### src/rtl/regfile_writeback_arbiter_pkg.sv
// Shared sizing and requester constants for the register-file writeback arbiter.
// Imported by the interface, the top and the testbench.
package regfile_writeback_arbiter_pkg;

  localparam int NUM_REQ  = 3;
  localparam int DATA_W   = 16;
  localparam int ADDR_W   = 3;
  localparam int NUM_REGS = 2 ** ADDR_W;
  localparam int IDX_W    = $clog2(NUM_REQ);

  localparam int REQ_ALU  = 0;
  localparam int REQ_MEM  = 1;
  localparam int REQ_LINK = 2;

  // Round-robin successor of a requester index, wrapping at NUM_REQ.
  function automatic logic [IDX_W-1:0] wrap_next(input logic [IDX_W-1:0] idx);
    return (int'(idx) == NUM_REQ - 1) ? '0 : idx + IDX_W'(1);
  endfunction

endpackage

### src/rtl/regfile_writeback_arbiter_if.sv
// Bundles the writeback requests, reserve/query scoreboard port and register-file write port.
// The master side is the pipeline; the slave side is the arbiter.
interface regfile_writeback_arbiter_if;
  import regfile_writeback_arbiter_pkg::*;

  logic [NUM_REQ-1:0]        req_valid;
  logic [NUM_REQ*ADDR_W-1:0] req_address;
  logic [NUM_REQ*DATA_W-1:0] req_value;
  logic [NUM_REQ-1:0]        req_ready;

  logic                      reserve_valid;
  logic [ADDR_W-1:0]         reserve_address;
  logic                      reserve_ready;
  logic                      flush;

  logic [ADDR_W-1:0]         query_a_address;
  logic [ADDR_W-1:0]         query_b_address;
  logic                      busy_a;
  logic                      busy_b;
  logic [NUM_REGS-1:0]       busy_mask;

  logic                      reg_write;
  logic [ADDR_W-1:0]         reg_write_address;
  logic [DATA_W-1:0]         reg_write_value;

  modport master (
    output req_valid, req_address, req_value, reserve_valid, reserve_address,
           flush, query_a_address, query_b_address,
    input  req_ready, reserve_ready, busy_a, busy_b, busy_mask,
           reg_write, reg_write_address, reg_write_value
  );

  modport slave (
    input  req_valid, req_address, req_value, reserve_valid, reserve_address,
           flush, query_a_address, query_b_address,
    output req_ready, reserve_ready, busy_a, busy_b, busy_mask,
           reg_write, reg_write_address, reg_write_value
  );

endinterface

### src/rtl/regfile_writeback_arbiter_rr_arbiter.sv
// Purely combinational round-robin arbiter: scans upward from ptr (mod NUM_REQ)
// and grants the first valid requester, producing a one-hot grant and its index.
module rr_arbiter #(
  parameter int NUM_REQ = 3,
  localparam int IDX_W  = $clog2(NUM_REQ)
) (
  input  logic [NUM_REQ-1:0] valid,
  input  logic [IDX_W-1:0]   ptr,
  output logic [NUM_REQ-1:0] grant,
  output logic [IDX_W-1:0]   grant_idx,
  output logic               grant_any
);

  logic [IDX_W-1:0] cand;

  always_comb begin
    grant     = '0;
    grant_idx = '0;
    grant_any = 1'b0;
    cand      = ptr;
    for (int k = 0; k < NUM_REQ; k++) begin
      if (!grant_any && valid[cand]) begin
        grant[cand] = 1'b1;
        grant_idx   = cand;
        grant_any   = 1'b1;
      end
      cand = (int'(cand) == NUM_REQ - 1) ? '0 : cand + IDX_W'(1);
    end
  end

endmodule

### src/rtl/regfile_writeback_arbiter.sv
// Shares the single register-file write port among the writeback sources and keeps
// the per-register busy scoreboard that decode uses for RAW/WAW stalls.
module regfile_writeback_arbiter
  import regfile_writeback_arbiter_pkg::*;
(
  input logic clk,
  input logic rst,
  regfile_writeback_arbiter_if.slave bus
);

  logic [IDX_W-1:0]    ptr;
  logic [NUM_REQ-1:0]  grant;
  logic [IDX_W-1:0]    grant_idx;
  logic                grant_any;
  logic [ADDR_W-1:0]   grant_address;
  logic [DATA_W-1:0]   grant_value;

  logic [NUM_REGS-1:0] busy_mask;
  logic [NUM_REGS-1:0] busy_next;
  logic                clear_hit;
  logic                reserve_ok;

  logic                write_q;
  logic [ADDR_W-1:0]   write_address_q;
  logic [DATA_W-1:0]   write_value_q;

  rr_arbiter #(.NUM_REQ(NUM_REQ)) u_rr_arbiter (
    .valid     (bus.req_valid),
    .ptr       (ptr),
    .grant     (grant),
    .grant_idx (grant_idx),
    .grant_any (grant_any)
  );

  assign grant_address = bus.req_address[grant_idx*ADDR_W +: ADDR_W];
  assign grant_value   = bus.req_value[grant_idx*DATA_W +: DATA_W];

  // A register whose pending write lands this cycle may be re-claimed in the same cycle.
  assign clear_hit  = grant_any && (grant_address == bus.reserve_address);
  assign reserve_ok = bus.reserve_valid && !bus.flush &&
                      (!busy_mask[bus.reserve_address] || clear_hit);

  // Reserve is applied after the clear so a same-cycle re-claim leaves the register busy.
  always_comb begin
    busy_next = busy_mask;
    if (bus.flush) begin
      busy_next = '0;
    end else begin
      if (grant_any) busy_next[grant_address] = 1'b0;
      if (reserve_ok) busy_next[bus.reserve_address] = 1'b1;
    end
  end

  always_ff @(posedge clk) begin
    if (rst) begin
      ptr             <= '0;
      busy_mask       <= '0;
      write_q         <= 1'b0;
      write_address_q <= '0;
      write_value_q   <= '0;
    end else begin
      busy_mask <= busy_next;
      write_q   <= grant_any;
      if (grant_any) begin
        ptr             <= wrap_next(grant_idx);
        write_address_q <= grant_address;
        write_value_q   <= grant_value;
      end
    end
  end

  assign bus.req_ready         = grant;
  assign bus.reserve_ready     = reserve_ok;
  assign bus.busy_mask         = busy_mask;
  assign bus.busy_a            = busy_mask[bus.query_a_address];
  assign bus.busy_b            = busy_mask[bus.query_b_address];
  assign bus.reg_write         = write_q;
  assign bus.reg_write_address = write_address_q;
  assign bus.reg_write_value   = write_value_q;

endmodule

### src/flat_wrapper.sv
// flat-port wrapper written by rule: the top's interface ports become plain ports
module regfile_writeback_arbiter_flat import regfile_writeback_arbiter_pkg::*;
  (clk, rst, bus_req_valid, bus_req_address, bus_req_value, bus_reserve_valid, bus_reserve_address, bus_flush, bus_query_a_address, bus_query_b_address, bus_req_ready, bus_reserve_ready, bus_busy_a, bus_busy_b, bus_busy_mask, bus_reg_write, bus_reg_write_address, bus_reg_write_value);
  regfile_writeback_arbiter_if bus_i ();
  input logic clk;
  input logic rst;
  input wire logic [$bits(bus_i.req_valid)-1:0] bus_req_valid;
  input wire logic [$bits(bus_i.req_address)-1:0] bus_req_address;
  input wire logic [$bits(bus_i.req_value)-1:0] bus_req_value;
  input wire logic [$bits(bus_i.reserve_valid)-1:0] bus_reserve_valid;
  input wire logic [$bits(bus_i.reserve_address)-1:0] bus_reserve_address;
  input wire logic [$bits(bus_i.flush)-1:0] bus_flush;
  input wire logic [$bits(bus_i.query_a_address)-1:0] bus_query_a_address;
  input wire logic [$bits(bus_i.query_b_address)-1:0] bus_query_b_address;
  output wire logic [$bits(bus_i.req_ready)-1:0] bus_req_ready;
  output wire logic [$bits(bus_i.reserve_ready)-1:0] bus_reserve_ready;
  output wire logic [$bits(bus_i.busy_a)-1:0] bus_busy_a;
  output wire logic [$bits(bus_i.busy_b)-1:0] bus_busy_b;
  output wire logic [$bits(bus_i.busy_mask)-1:0] bus_busy_mask;
  output wire logic [$bits(bus_i.reg_write)-1:0] bus_reg_write;
  output wire logic [$bits(bus_i.reg_write_address)-1:0] bus_reg_write_address;
  output wire logic [$bits(bus_i.reg_write_value)-1:0] bus_reg_write_value;
  assign bus_i.req_valid = bus_req_valid;
  assign bus_i.req_address = bus_req_address;
  assign bus_i.req_value = bus_req_value;
  assign bus_i.reserve_valid = bus_reserve_valid;
  assign bus_i.reserve_address = bus_reserve_address;
  assign bus_i.flush = bus_flush;
  assign bus_i.query_a_address = bus_query_a_address;
  assign bus_i.query_b_address = bus_query_b_address;
  assign bus_req_ready = bus_i.req_ready;
  assign bus_reserve_ready = bus_i.reserve_ready;
  assign bus_busy_a = bus_i.busy_a;
  assign bus_busy_b = bus_i.busy_b;
  assign bus_busy_mask = bus_i.busy_mask;
  assign bus_reg_write = bus_i.reg_write;
  assign bus_reg_write_address = bus_i.reg_write_address;
  assign bus_reg_write_value = bus_i.reg_write_value;
  regfile_writeback_arbiter u_core (.clk(clk), .rst(rst), .bus(bus_i));
endmodule
### config.mk
export PLATFORM = sky130hd
export DESIGN_NAME = regfile_writeback_arbiter_flat
export DESIGN_NICKNAME = d
export VERILOG_FILES = /design/src/rtl/regfile_writeback_arbiter_pkg.sv /design/src/rtl/regfile_writeback_arbiter_if.sv /design/src/rtl/regfile_writeback_arbiter_rr_arbiter.sv /design/src/rtl/regfile_writeback_arbiter.sv /design/src/flat_wrapper.sv
export SDC_FILE = /design/constraint.sdc
export NUM_CORES = 1
export LEC_CHECK = 0
export BUFFER_PORTS_ARGS = -buffer_cell sky130_fd_sc_hd__buf_2
export CORE_ASPECT_RATIO = 0.9
export CORE_MARGIN = 5
export CORE_UTILIZATION = 35
export CTS_CLUSTER_DIAMETER = 50
export DETAILED_ROUTE_END_ITERATION = 7
export GPL_ROUTABILITY_DRIVEN = 0
export MAX_ROUTING_LAYER = met4
export PLACE_DENSITY = 0.62
export SYNTH_ARGS = -nofsm -noshare
export SYNTH_HDL_FRONTEND = slang
export SYNTH_SLANG_ARGS = --single-unit
### constraint.sdc
create_clock -name clk -period 5.2 [get_ports clk]
set_clock_uncertainty 0.15 [all_clocks]
set_input_delay 0.78 -clock clk [delete_from_list [all_inputs] [get_ports clk]]
set_output_delay 0.78 -clock clk [all_outputs]
set_load 0.01 [all_outputs]
# After elaboration in Yosys (flattened, before gate mapping)

Cells that the tools add are included.
Widths: inputs -> output; s select.

Bits in registers: 30
Input port bits: 73
Output and inout bits: 34
Logic and storage cells: 85

Add/sub/neg operators: 3
Multiply operators: 1
Magnitude comparators: 12
Equal/unequal tests: 4
Shift operators: 2
Multiplexer cells: 37
Bitwise logic cells: 5
Reductions and logical operators: 16

Operator list:

| kind                | number |
|---|---|
| $shiftx 48x7->16    | 1 |
| $mux 8              | 3 |
| $lt 3x4->1 const B  | 4 |
| $mux 1              | 14 |
| $mux 2              | 6 |
| $logic_and 1x1->1   | 10 |
| $bmux 1 s3          | 3 |
| $lt 2x3->1 const B  | 3 |
| $mux 3              | 3 |
| $shiftx 9x5->3      | 1 |
| $and 8x8->8         | 1 |
| $not 8->8           | 1 |
| $or 8x8->8          | 1 |
| $add 2x1->2 const B | 3 |
| $bmux 1 s2          | 3 |
| $demux 1 s2         | 3 |
| $demux 1 s3         | 2 |
| $eq 2x2->1 const B  | 3 |
| $ge 2x1->1 const B  | 3 |
| $ge 3x1->1 const B  | 2 |
| $or 3x3->3          | 2 |
| $logic_not 1->1     | 4 |
| $mul 2x2->4 const B | 1 |
| $eq 3x3->1          | 1 |
| 2 further kinds     | 2 |

# Logic depth before layout (Yosys ltp)

Word-level depth: 21
Depth in mapped cells: 10

# Cells and area by module

A second synthesis with hierarchy kept.

Cells, all modules: 240
Area, all modules: 2009.4 um^2

By module, submodules not included:

| module                    | times used | cells each | area each (um^2) |
|---|---|---|---|
| regfile_writeback_arbiter | 1          | 226        | 1921.8 |
| rr_arbiter                | 1          | 14         | 87.6 |

# Least setup slack after synthesis

Ideal clock, no wire load.

Path type: input to output
From: in bus_req_valid[2]
To: out bus_reserve_ready
Arrival time: 2.366 ns
Path slack: 1.904 ns
Stages: 8
Buffers on the path: 1
Cells stage by stage: nor2b_2 -> o21a_1 -> or2_1 -> buf_6 -> o22a_4 -> xnor2_2 -> a41oi_2 -> mux2i_1

Cells in the longest elaborated chain, start to end: 15

RTL lines:

| item                         | line                                       | source |
|---|---|---|
| start: declaration           | flat_wrapper.sv:7                          | `input wire logic [$bits(bus_i.req_valid)-1:0] bus_req_valid;` |
| $bmux 1 s2                   | regfile_writeback_arbiter_rr_arbiter.sv:22 | `if (!grant_any && valid[cand]) begin` |
| $mux 1 (implied by the code) | regfile_writeback_arbiter_rr_arbiter.sv:22 |  |
| $mux 1                       | regfile_writeback_arbiter_rr_arbiter.sv:22 |  |
| $logic_not 1->1              | regfile_writeback_arbiter_rr_arbiter.sv:22 |  |
| $logic_and 1x1->1            | regfile_writeback_arbiter_rr_arbiter.sv:22 |  |
| $mux 1                       | regfile_writeback_arbiter_rr_arbiter.sv:22 |  |
| $logic_not 1->1              | regfile_writeback_arbiter_rr_arbiter.sv:22 |  |
| $logic_and 1x1->1            | regfile_writeback_arbiter_rr_arbiter.sv:22 |  |
| $mux 2                       | regfile_writeback_arbiter_rr_arbiter.sv:22 |  |
| $mul 2x2->4                  | regfile_writeback_arbiter.sv:35            | `assign grant_address = bus.req_address[grant_idx*ADDR_W +: ADDR_W];` |
| $shiftx 9x5->3               | regfile_writeback_arbiter.sv:35            |  |
| $eq 3x3->1                   | regfile_writeback_arbiter.sv:39            | `assign clear_hit = grant_any && (grant_address == bus.reserve_address);` |
| $logic_and 1x1->1 *          | regfile_writeback_arbiter.sv:39            |  |
| $logic_or 1x1->1 *           | regfile_writeback_arbiter.sv:41            | `(!busy_mask[bus.reserve_address] \|\| clear_hit);` |
| $logic_and 1x1->1 *          | regfile_writeback_arbiter.sv:40            | `assign reserve_ok = bus.reserve_valid && !bus.flush &&` |
| end: declaration             | flat_wrapper.sv:16                         | `output wire logic [$bits(bus_i.reserve_ready)-1:0] bus_reserve_ready;` |

Mark *: on every way between the ends. The rest lies on a longest branch, timed or not. The select of a mux whose other input is x is not followed.

# Worst setup path in the final report

Ends and elaborated chain as after synthesis.

==> flow_summary_export.csv <==
group,metric,value,unit
placement,dpl_worst_slack,1.07,ns
critical_path,arrival,3.21,ns
synthesis,synthXorXnorAreaFrac,0.0170,
power,ir_worst_vdd,0.124,mV
critical_path,reg2reg_depth,7,
placement,io_buffer_count,106,
synthesis,syn_inst,226,
sta,fin_crit,4.14,ns
critical_path,cp-end-kind,"primary output",
drt,first_pass_iters,4,
grt,grt_overflow,0,
floorplan,ios,107,
synthesis,synth_top_family_by_area,"compound AO/OA/AOI/OAI gates",
drt,drc,0,
critical_path,crit_family,"simple AND/OR/NAND/NOR gates",
worst_hold_path,worstHoldPathType,"flip-flop to flip-flop",
drt,antenna_left,0,
critical_path,crit_path_max_incr_delay,0.71,ns
critical_path,cpMostUsedCell,"buf_2",
critical_path,worst-endpoint-required,4.27,ns
finish,layout.nets,398,
clocking,ctsHoldBuffers,0,
sta,final-max-slew-violation-count,0,
synthesis,synth_edf_count,0,
synthesis,synth_compound_area_frac,0.296,
clocking,cts.sinks,30,
critical_path,slowest_stage,"or2_1",
critical_path,rr_startpoint,"u_core.ptr[1]",
synthesis,yosys_warnings,0,
sta,tightest_slew,0.896,ns
worst_hold_path,hold_end,"u_core.bus.reg_write_address[1]",
drt,drt_iter0_markers,191,
critical_path,ff2ff_setup_slack,2.30,ns
grt,grt_pass1_vias,2070,
synthesis,syn_area_per_cell,8.44,µm²
critical_path,crit_type,"input pin to primary output",
sta,tns,0,ns
run,max-cap-violations,0,
floorplan,dieHeight,80.0,µm
synthesis,ys_types,52,
synthesis,synth_top_area_cell,"dfxtp_1",
sta,relSlewSlack,0.402,
synthesis,synth.top_cell.area_share,0.315,
synthesis,synthMuxAreaShare,0.133,
synthesis,async_flop_share,0,
clocking,insertion_delay,0.28,ns
floorplan,core,0.00529,mm²
sta,max_freq,241,MHz
clocking,cts_tree,"yes",
finish,antenna_cells,0,
grt,grt_antenna_before_repair,0,
clocking,cts_buffers,5,
sta,rsz0062_at_grt,"false",
drt,vias,2049,
grt,grt_pass1_wl,9760,µm
synthesis,synth_area,0.00191,mm²
clocking,ctsResizeCount,0,
drt,viasPerCell,5.21,
clocking,cts_setup_buffers,0,
worst_hold_path,min_from,"u_core.bus.reg_write_address[1]",
synthesis,synthAdderAreaFrac,0,
drt,wl_per_cell,15.2,µm
worst_hold_path,hold_depth,2,
clocking,htreeDepth,2,
critical_path,crit_chain,"buf_2 -> nor2b_2 -> o21a_1 -> or2_1 -> inv_4 -> a2bb2oi_2 -> xor2_2 -> a41oi_2 -> mux2i_1 -> buf_2",
clocking,cts-root-buf,"clkbuf_8",
floorplan,initial_core_util,0.361,
critical_path,startpoint_type,"input pin",
drt,wirelength,5980,µm
synthesis,netlist_top_cells_area,"dfxtp_1, mux2i_1, nor2_1",
floorplan,core.rowCount,25,
clocking,cts.clk_slew.worst_paths,0.07,ns
finish,fill_cells,505,
critical_path,path_buf_inv,3,
sta,final_hold_viol_count,0,
sta,setup_slack,1.06,ns
sta,fin_crit_sh,0.797,
synthesis,synth_common_cells,"nor2_1, dfxtp_1, a21oi_1, nand2_1, mux2i_1",
critical_path,r2r_end,"u_core.bus.busy_mask[4]",
floorplan,die_w,87.8,µm
critical_path,path_max_fanout,26,
placement,dp_hpwl,4580,µm
outcome,outcome,"finished clean",
finish,syn_to_final_growth,34.0,%
synthesis,yosys.area_share.simple,0.191,
power,power_leakage,1.18,nW
synthesis,yosysMostFrequentCell,"nor2_1",
clocking,cts_max_path_buffers,2,
sta,setup_viol,0,
synthesis,seq_area_frac_synth,0.315,
power,p_per_area,247,mW/mm²
synthesis,synthesis.nets,299,
floorplan,die_area,0.00703,mm²
finish,drive_gt1_frac,0.420,
grt,track_usage,0.179,
grt,grt_max_degree,38,
synthesis,ys_seq_elements,30,
synthesis,synth-main-ff-cell,"dfxtp_1",
-- registers in the layout, indices dropped and copies added, names as in the netlist --
register / flops
u_core.bus.reg_write_value: 16
u_core.bus.reg_write: 1
u_core.bus.busy_mask: 8
u_core.ptr: 2
u_core.bus.reg_write_address: 3
-- worst max-delay path by stage --
stage | from | end | slack [ns] | depth (start not counted)
6_report | bus_req_valid[2] | bus_reserve_ready | 1.06 | 10
5_1_grt | bus_req_valid[2] | bus_reserve_ready | 0.84 | 10
3_5_place_dp | bus_req_valid[2] | bus_reserve_ready | 1.07 | 10
3_3_place_gp | bus_req_valid[2] | bus_reserve_ready | 1.20 | 10
2_1_floorplan | bus_req_valid[2] | bus_reserve_ready | 1.90 | 8
4_1_cts | bus_req_valid[2] | bus_reserve_ready | 1.07 | 10
-- where the power goes --
part           switching [mW]  internal [mW]  leakage, nW
clock network          0.0900          0.106       0.0472
logic                  0.0980         0.0784        0.882
registers              0.0113          0.247        0.248
-- layer usage --
metal	up-vias	track usage	routed length, µm
met5	-	-	0
met4	0	0.0460	36
met3	4	0.0516	465
met2	83	0.252	2570
met1	919	0.250	2900
li1	1043	-	-
-- kinds of logic after synthesis --
group                     after synthesis
muxes                                  20
AOI/OAI and AO/OA                      75
buffers and inverters                  19
xor gates and xnor gates                2
and+or+nand+nor                        80
DFF                                    30
-- layout make-up --
class | instances | area (µm²) | share of cell area
clock buffer | 6 | 82.6 | 0.0323
clock inverter | 2 | 12.5 | 0.00489
inverter | 4 | 17.5 | 0.00685
multi-input combinational | 177 | 1220 | 0.478
sequential | 30 | 601 | 0.235
tap | 67 | 83.8 | 0.0328
timing repair buffer | 107 | 538 | 0.210
-- stage by stage --
stage                     area (µm²)  cells  utilization  total power, mW  hold slack [ns]
final                           2560    393        0.484            0.631            0.307
after CTS                       2560    393        0.484            0.638            0.310
after floorplan                 1910    226            -            0.374            0.326
after global placement          2460    385        0.466            0.439            0.290
after global routing            2560    393        0.484            0.672            0.332
after detailed placement        2460    385        0.466            0.440            0.299
-- worst reg2reg max path, cell delays in order (launching register included) --
cell       delay, ns
dfxtp_1         0.49
o21a_1          0.24
or2_1           0.71
inv_4           0.13
a2bb2oi_2       0.32
xor2_2          0.22
a41oi_2         0.20
o31ai_1         0.33
-- placed cells by master, fill, tap and decap left out, types with 2 or more instances in the layout --
cell type	synthesis	routed
nor2_1	34	34
o211ai_1	4	4
o21ai_1	4	4
mux4_2	4	4
inv_1	2	2
nand2_1	22	22
nor2b_1	2	2
o311ai_0	3	3
o41ai_2	2	2
o22ai_1	2	2
o31ai_1	2	2
nand4_1	2	2
mux2i_1	13	13
o21a_1	2	2
nand3b_1	3	3
a21boi_1	2	2
nor4_1	2	2
a41oi_2	2	2
nand2b_1	5	5
dfxtp_1	30	30
a21oi_1	24	24
clkbuf_8	0	6
nor3b_1	2	2
a221oi_1	5	5
mux2_2	3	3
a211oi_1	12	12
buf_2	1	106
(Power assumes the default switching activity.)
